## src/rtl/stopwatch_pkg.sv

```systemverilog
// Shared types and helpers for the stopwatch/timer core: controller states,
// blank segment pattern and BCD to 7-segment decode.
package stopwatch_pkg;

    typedef enum logic [1:0] {
        StRun,
        StPaused,
        StDone,
        StAdjust
    } sw_state_e;

    localparam logic [6:0] SEG_BLANK = 7'h7F;

    // Active-high {g..a}; non-BCD nibbles decode to all-off.
    function automatic logic [6:0] seg_decode(input logic [3:0] d);
        logic [6:0] s;
        case (d)
            4'd0:    s = 7'h3F;
            4'd1:    s = 7'h06;
            4'd2:    s = 7'h5B;
            4'd3:    s = 7'h4F;
            4'd4:    s = 7'h66;
            4'd5:    s = 7'h6D;
            4'd6:    s = 7'h7D;
            4'd7:    s = 7'h07;
            4'd8:    s = 7'h7F;
            4'd9:    s = 7'h6F;
            default: s = 7'h00;
        endcase
        return s;
    endfunction

endpackage

```

## src/rtl/bcd_digit_cell.sv

```systemverilog
// One BCD digit register with its own wrap limit; carry/borrow outputs are
// combinational so a whole chain of cells settles within one cycle.
module bcd_digit_cell (
    input  logic       clk,
    input  logic       reset,
    input  logic [3:0] max_i,
    input  logic       inc_i,
    input  logic       dec_i,
    input  logic       load_zero_i,
    input  logic       load_max_i,
    output logic [3:0] value_o,
    output logic       carry_o,
    output logic       borrow_o
);

    logic [3:0] value_q, value_d;

    always_comb begin
        value_d = value_q;
        if (load_zero_i) begin
            value_d = 4'd0;
        end else if (load_max_i) begin
            value_d = max_i;
        end else if (inc_i) begin
            value_d = (value_q == max_i) ? 4'd0 : value_q + 4'd1;
        end else if (dec_i) begin
            value_d = (value_q == 4'd0) ? max_i : value_q - 4'd1;
        end
    end

    always_ff @(posedge clk) begin
        if (reset) begin
            value_q <= 4'd0;
        end else begin
            value_q <= value_d;
        end
    end

    assign value_o  = value_q;
    assign carry_o  = inc_i && (value_q == max_i);
    assign borrow_o = dec_i && (value_q == 4'd0);

endmodule

```

## src/rtl/stopwatch_timer_core.sv

```systemverilog
// Multi-digit BCD up/down timer with pause, clear, per-field adjust and a
// multiplexed active-low 7-segment scan output.
module stopwatch_timer_core
    import stopwatch_pkg::*;
#(
    parameter int unsigned           N_DIGITS  = 4,
    parameter logic [4*N_DIGITS-1:0] DIGIT_MAX = {4'd5, 4'd9, 4'd5, 4'd9},
    parameter bit                    WRAP      = 1'b0,
    parameter int unsigned           SEL_W     = 1
) (
    input  logic                  clk,
    input  logic                  reset,
    input  logic                  tick_count_i,
    input  logic                  tick_adj_i,
    input  logic                  scan_tick_i,
    input  logic                  blink_lvl_i,
    input  logic                  pause_tgl_i,
    input  logic                  clear_i,
    input  logic                  adj_i,
    input  logic [SEL_W-1:0]      sel_i,
    input  logic                  dir_i,
    output logic [4*N_DIGITS-1:0] digits_o,
    output logic                  running_o,
    output logic                  done_o,
    output logic                  rollover_o,
    output logic [N_DIGITS-1:0]   an_o,
    output logic [6:0]            seg_o
);

    localparam int unsigned IDX_W = (N_DIGITS > 1) ? $clog2(N_DIGITS) : 1;

    sw_state_e state_q, state_d, saved_q, saved_d, base_st, saved_st;
    logic      rollover_q, rollover_d;
    logic      cnt_up, cnt_dn, wrap_up, wrap_dn, adj_fire;
    logic      at_max_all, at_zero_all;

    logic [4*N_DIGITS-1:0] digits;
    logic [N_DIGITS-1:0]   inc, dec, carry, borrow, inc_ch, dec_ch;
    logic                  unused_chain_top;

    assign at_max_all  = (digits == DIGIT_MAX);
    assign at_zero_all = (digits == '0);

    always_comb begin
        state_d    = state_q;
        saved_d    = saved_q;
        rollover_d = 1'b0;
        cnt_up     = 1'b0;
        cnt_dn     = 1'b0;
        wrap_up    = 1'b0;
        wrap_dn    = 1'b0;
        adj_fire   = 1'b0;
        base_st    = state_q;
        saved_st   = saved_q;
        // Clear releases DONE, both live and as the state parked during adjust.
        if (clear_i) begin
            if (base_st == StDone) base_st = StPaused;
            if (saved_st == StDone) saved_st = StPaused;
        end
        if (adj_i) begin
            if (state_q != StAdjust) begin
                state_d = StAdjust;
                saved_d = base_st;
            end else begin
                saved_d  = saved_st;
                adj_fire = tick_adj_i && !clear_i;
            end
        end else if (state_q == StAdjust) begin
            state_d = (saved_st == StDone) ? StPaused : saved_st;
        end else if (clear_i) begin
            state_d = base_st;
        end else if (pause_tgl_i) begin
            state_d = (state_q == StRun) ? StPaused : StRun;
        end else if (tick_count_i && (state_q == StRun)) begin
            if (!dir_i) begin
                if (!at_max_all) begin
                    cnt_up = 1'b1;
                end else if (WRAP) begin
                    wrap_up    = 1'b1;
                    rollover_d = 1'b1;
                end else begin
                    state_d = StDone;
                end
            end else begin
                if (!at_zero_all) begin
                    cnt_dn = 1'b1;
                end else if (WRAP) begin
                    wrap_dn    = 1'b1;
                    rollover_d = 1'b1;
                end else begin
                    state_d = StDone;
                end
            end
        end
    end

    assign inc_ch           = {carry[N_DIGITS-2:0], cnt_up};
    assign dec_ch           = {borrow[N_DIGITS-2:0], cnt_dn};
    assign unused_chain_top = carry[N_DIGITS-1] ^ borrow[N_DIGITS-1];

    for (genvar i = 0; i < N_DIGITS; i++) begin : g_digit
        localparam int F = i / 2;
        logic       sel_hit, field_max;
        logic [3:0] max_w;

        assign sel_hit   = adj_fire && (int'(sel_i) == F);
        assign field_max = (digits[8*F +: 8] == DIGIT_MAX[8*F +: 8]);

        if ((i % 2) == 0) begin : g_lo
            // During adjust the low digit counts 0..9 so the pair steps as decimal.
            assign inc[i] = adj_fire ? (sel_hit && !field_max) : inc_ch[i];
            assign max_w  = adj_fire ? 4'd9 : DIGIT_MAX[4*i +: 4];
        end else begin : g_hi
            assign inc[i] = inc_ch[i];
            assign max_w  = DIGIT_MAX[4*i +: 4];
        end
        assign dec[i] = dec_ch[i];

        bcd_digit_cell u_cell (
            .clk         (clk),
            .reset       (reset),
            .max_i       (max_w),
            .inc_i       (inc[i]),
            .dec_i       (dec[i]),
            .load_zero_i (clear_i || wrap_up || (sel_hit && field_max)),
            .load_max_i  (wrap_dn),
            .value_o     (digits[4*i +: 4]),
            .carry_o     (carry[i]),
            .borrow_o    (borrow[i])
        );
    end

    logic [IDX_W-1:0]    idx_q, idx_d, idx_new;
    logic [N_DIGITS-1:0] an_q, an_d;
    logic [6:0]          seg_q, seg_d;
    logic                blank;

    always_comb begin
        idx_d   = idx_q;
        an_d    = an_q;
        seg_d   = seg_q;
        idx_new = (idx_q == IDX_W'(N_DIGITS - 1)) ? '0 : idx_q + IDX_W'(1);
        blank   = adj_i && blink_lvl_i && ((int'(idx_new) / 2) == int'(sel_i));
        if (scan_tick_i) begin
            idx_d = idx_new;
            an_d  = ~(N_DIGITS'(1) << idx_new);
            seg_d = blank ? SEG_BLANK : ~seg_decode(digits[{idx_new, 2'b00} +: 4]);
        end
    end

    always_ff @(posedge clk) begin
        if (reset) begin
            state_q    <= StRun;
            saved_q    <= StRun;
            rollover_q <= 1'b0;
            idx_q      <= '0;
            an_q       <= '1;
            seg_q      <= SEG_BLANK;
        end else begin
            state_q    <= state_d;
            saved_q    <= saved_d;
            rollover_q <= rollover_d;
            idx_q      <= idx_d;
            an_q       <= an_d;
            seg_q      <= seg_d;
        end
    end

    assign digits_o   = digits;
    assign running_o  = (state_q == StRun);
    assign done_o     = (state_q == StDone);
    assign rollover_o = rollover_q;
    assign an_o       = an_q;
    assign seg_o      = seg_q;

endmodule

```

## config.mk

```make
export PLATFORM = sky130hd
export DESIGN_NAME = stopwatch_timer_core
export DESIGN_NICKNAME = d
export VERILOG_FILES = /design/src/rtl/stopwatch_pkg.sv /design/src/rtl/bcd_digit_cell.sv /design/src/rtl/stopwatch_timer_core.sv
export SDC_FILE = /design/constraint.sdc
export NUM_CORES = 1
export LEC_CHECK = 0
export CAP_MARGIN = 20
export CORE_MARGIN = 2
export CORE_UTILIZATION = 40
export CTS_CLUSTER_DIAMETER = 80
export CTS_CLUSTER_SIZE = 24
export DETAILED_ROUTE_END_ITERATION = 8
export GPL_TIMING_DRIVEN = 0
export PLACE_DENSITY_LB_ADDON = 0.08
export RECOVER_POWER = 25
export SLEW_MARGIN = 20
export SYNTH_ARGS = -nofsm -noshare
export SYNTH_HDL_FRONTEND = slang
export SYNTH_SLANG_ARGS = --single-unit
```

## constraint.sdc

```tcl
create_clock -name clk -period 3.6 [get_ports clk]
set_input_delay 0.54 -clock clk [delete_from_list [all_inputs] [get_ports clk]]
set_output_delay 0.54 -clock clk [all_outputs]
set_load 0.05 [all_outputs]
```

==> results.py <==
metrics = {
    "sta": {
        "max-slew-margin-rel": 0.3943,
        "max_freq_mhz": 328.6,
        "slew_violations": 0,
        "period_needed_ns": 3.043,
        "report.final.hold_viol_count": 0,
        "worst_hold_slack_ns": 0.4655,
        "finalCritPeriodShare": 0.8452,
        "rsz0062_at_grt": "no",
        "clock_skew_ns": 0.009274,
        "finalSetupViolCount": 0,
        "setup_total_negative_slack_ns": 0,
        "worst_pin_slew_ns": 0.9003,
    },
    "synth": {
        "yosys_warnings": 0,
        "async_sr_flop_fraction": 0,
        "ys_seq_elements": 33,
        "synthFlopType": "sky130_fd_sc_hd__dfxtp_1",
        "synth_enable_flop_cells": 0,
        "post_synth_top_area_cell": "sky130_fd_sc_hd__dfxtp_1",
        "syn-cell-area_um2": 2351,
        "gate_count_post_synth": 302,
        "yosysTopAreaCellShare": 0.2810,
        "synth.yosys.seq_area_share": 0.2810,
        "yosys.cell_types.count": 57,
        "syn-num-nets": 324,
        "mean_instance_size_in_the_synthesized_netlist_um2": 7.785,
        "synth.top_cells.by_area": "sky130_fd_sc_hd__dfxtp_1, sky130_fd_sc_hd__ha_1, sky130_fd_sc_hd__o21ai_0",
    },
    "detailed_routing": {
        "drc": 0,
        "detailroute.via_count": 2292,
        "detailedRoute.firstPassIterationCount": 4,
        "via_per_inst": 5.457,
        "dr.first_iter.drc_count": 90,
        "routed_wirelength_um": 5714,
        "postRouteAntennaNets": 0,
        "routedWlPerCell_um": 13.60,
    },
    "power_and_ir_drop": {
        "power.share.switching": 0.2746,
        "seqPwrFrac": 0.428,
        "total_leakage_power_nw": 1.036,
        "peakVddDrop_mv": 0.1645,
        "power_frac_clock": 0.410,
        "pwr_dens_nw_per_um2": 309.9,
        "total_switching_power_mw": 0.2503,
        "share_comb_of_total_power": 0.162,
        "p_int_mw": 0.6612,
        "report.power.total_mw": 0.9115,
    },
    "hold_path": {
        "holdPathEnd": "seg_o[5]$_SDFFE_PP1P_",
        "whs_path_depth": 1,
        "hp-class": "reg2reg",
        "min_from": "seg_o[5]$_SDFFE_PP1P_",
    },
    "cells_and_area": {
        "antenna_fix_cells": 0,
        "final_core_util": 0.5245,
        "syn_to_final_growth_pct": 25.12,
        "mostFrequentLayoutCells": "sky130_fd_sc_hd__dfxtp_1, sky130_fd_sc_hd__nor2_1, sky130_fd_sc_hd__clkdlybuf4s50_1",
        "design_area_um2": 2942,
        "nFillCells": 566,
        "final_layout_size_suffix_gt1_frac": 0.07184,
        "final_common_cell": "sky130_fd_sc_hd__dfxtp_1",
        "design.final.nets": 369,
    },
    "critical_path": {
        "critical-path-top-delay-family": "simple AND/OR/NAND/NOR gates",
        "slowest_delay_ns": 0.65,
        "critical_path_arrival_ns": 3.23,
        "r2r-end": "g_digit[3].u_cell.value_o[0]$_SDFFE_PP0P_",
        "crit_path_slowest_cell": "sky130_fd_sc_hd__dlygate4sd3_1",
        "critical_path_buffers_and_inverters": 1,
        "worstSetupStartpointType": "input port",
        "timing.critical_path.to_type": "flop",
        "ff2ff_setup_slack_ns": 0.88,
        "critPathKind": "in2reg",
        "r2r-start": "g_digit[1].u_cell.value_o[2]$_SDFFE_PP0P_",
        "crit_path_cell_trace": "dlygate4sd3_1 > or4_4 > or4b_4 > o21ai_4 > nand3_1 > o21ai_0 > mux2_2",
        "worst-endpoint-required_ns": 3.79,
        "rr_worst_depth": 7,
        "critical_path_peak_fanout": 9,
    },
    "cts": {
        "cts-hold-fix-buffers": 0,
        "clock_tree.htree_level_count": 2,
        "postCtsResizedCells": 0,
        "worstSkewPairLatency_ns": 0.29,
        "cts_inserted_buffers": 5,
        "cts_tree": "yes",
        "root_buffer": "sky130_fd_sc_hd__clkbuf_8",
        "cts_sinks": 33,
        "clock_tree.buffer_depth": 2,
        "path_clk_slew_ns": 0.08,
        "cts_post_setup_buffers_inserted": 0,
    },
    "floorplanning": {
        "die_height_um": 80.67,
        "initial_utilization": 0.4192,
        "rows": 27,
        "core_area_um2": 5608,
        "die_area_um2": 6507,
        "io_pins": 41,
        "fp.dieW_um": 80.67,
    },
    "grt": {
        "globalRouteMet3Util": 0.04045,
        "global_route_met2_usage": 0.2875,
        "grt_max_degree": 12,
        "grt_usage": 0.1882,
        "top_usage_layer": "met2",
        "gr-total-overflow": 0,
        "first_global_vias": 2042,
        "number_of_antenna_violations_at_the_first_check_in_global_routing": 0,
        "met1_usage": 0.2644,
        "grt_pass1_wl_um": 9632,
    },
    "placed_design": {
        "placement.cell_area_um2": 2821,
        "detailedPlacementHpwl_um": 4205,
        "finalWeightedCongestion": 0.8859,
        "buffer_ports.inserted": 38,
    },
    "run": {
        "cap_violations": 0,
    },
    "status": {
        "outcome": "complete, no violations",
    },
}
==> synth_stat cells (all sizes together), types with 3 or more instances <==
master	n
a21oi	18
nor4bb	3
buf	4
xor2	3
nand2b	10
inv	16
a311oi	4
nand3	7
nand4	7
dfxtp	33
mux2i	7
nor3	4
mux4	4
and3	5
nor2b	3
nor2	31
nor4	7
o32a	3
a211oi	9
clkbuf	19
ha	11
nand2	25
o21a	3
o21ai	28
o22a	4
xnor2	3
==> power groups by stage <==
| stage | registers (mW) | logic, mW | clock network (mW) |
|---|---|---|---|
| after floorplan | 0.426 | 0.0726 | 0 |
| after detailed placement | 0.399 | 0.149 | 0 |
| final | 0.390 | 0.148 | 0.373 |
| after CTS | 0.390 | 0.150 | 0.389 |
| after global placement | 0.398 | 0.149 | 0 |
| after global routing | 0.392 | 0.160 | 0.400 |
==> through the flow <==
stage | setup WS (ns) | instances
after floorplan | 0.9398 | 302
after global placement | 0.3904 | 412
after detailed placement | 0.3884 | 412
after CTS | 0.6975 | 420
after global routing | 0.4968 | 420
final | 0.5571 | 420
==> kinds of logic (layout without fill, tap and decap cells) <==
group | after synthesis | after routing | synth area share
AOI/OAI and AO/OA | 84 | 84 | 0.2342
xor gates and xnor gates | 6 | 6 | 0.02236
adders and majority gates | 11 | 11 | 0.05854
buffers and inverters | 39 | 85 | 0.06759
DFF | 33 | 33 | 0.2810
muxes | 12 | 12 | 0.07291
other | 1 | 1 | 0.001595
and+or+nand+nor | 116 | 116 | 0.2618
==> worst max-delay path by stage <==
stage,end,cells after the start,start,slack [ns]
5_1_grt,g_digit[3].u_cell.value_o[0]$_SDFFE_PP0P_,7,clear_i,0.50
3_5_place_dp,g_digit[3].u_cell.value_o[0]$_SDFFE_PP0P_,7,clear_i,0.39
3_3_place_gp,g_digit[3].u_cell.value_o[0]$_SDFFE_PP0P_,7,clear_i,0.39
4_1_cts,g_digit[3].u_cell.value_o[0]$_SDFFE_PP0P_,7,clear_i,0.70
2_1_floorplan,g_digit[3].u_cell.value_o[0]$_SDFFE_PP0P_,7,adj_i,0.94
6_report,g_digit[3].u_cell.value_o[0]$_SDFFE_PP0P_,7,clear_i,0.56
==> layer usage <==
metal  part of all wire  up-vias
li1                   -     1182
met1               0.50     1068
met2               0.45       38
met3              0.034        4
met4              0.011        0
met5                  0        -
==> state kept, by name, summed over array words and instances (netlist names) <==
name and flops:
seg_o 7, saved_q 2, idx_q 2, g_digit.u_cell.value_o 16, an_o 4, state_q 2
==> final cells by class <==
type                            instances  area [um2]  area share
Multi-Input combinational cell        230        1531      0.5206
Tap cell                               72       90.09     0.03063
Clock buffer                            6       82.58     0.02807
Sequential cell                        33       660.6      0.2246
Timing Repair Buffer                   38       380.4      0.1293
Buffer                                 23       98.84     0.03360
Inverter                               16       60.06     0.02042
Clock inverter                          2       37.54     0.01276
==> worst reg2reg max path, stage by stage, from the launching register on <==
cell	delay [ns]
sky130_fd_sc_hd__dfxtp_1	0.32
sky130_fd_sc_hd__clkbuf_1	0.35
sky130_fd_sc_hd__nor4bb_1	0.67
sky130_fd_sc_hd__nand2_1	0.23
sky130_fd_sc_hd__o21ai_4	0.33
sky130_fd_sc_hd__nand3_1	0.21
sky130_fd_sc_hd__o21ai_0	0.15
sky130_fd_sc_hd__mux2_2	0.35
Note: power is estimated with default switching activity, not from simulation.
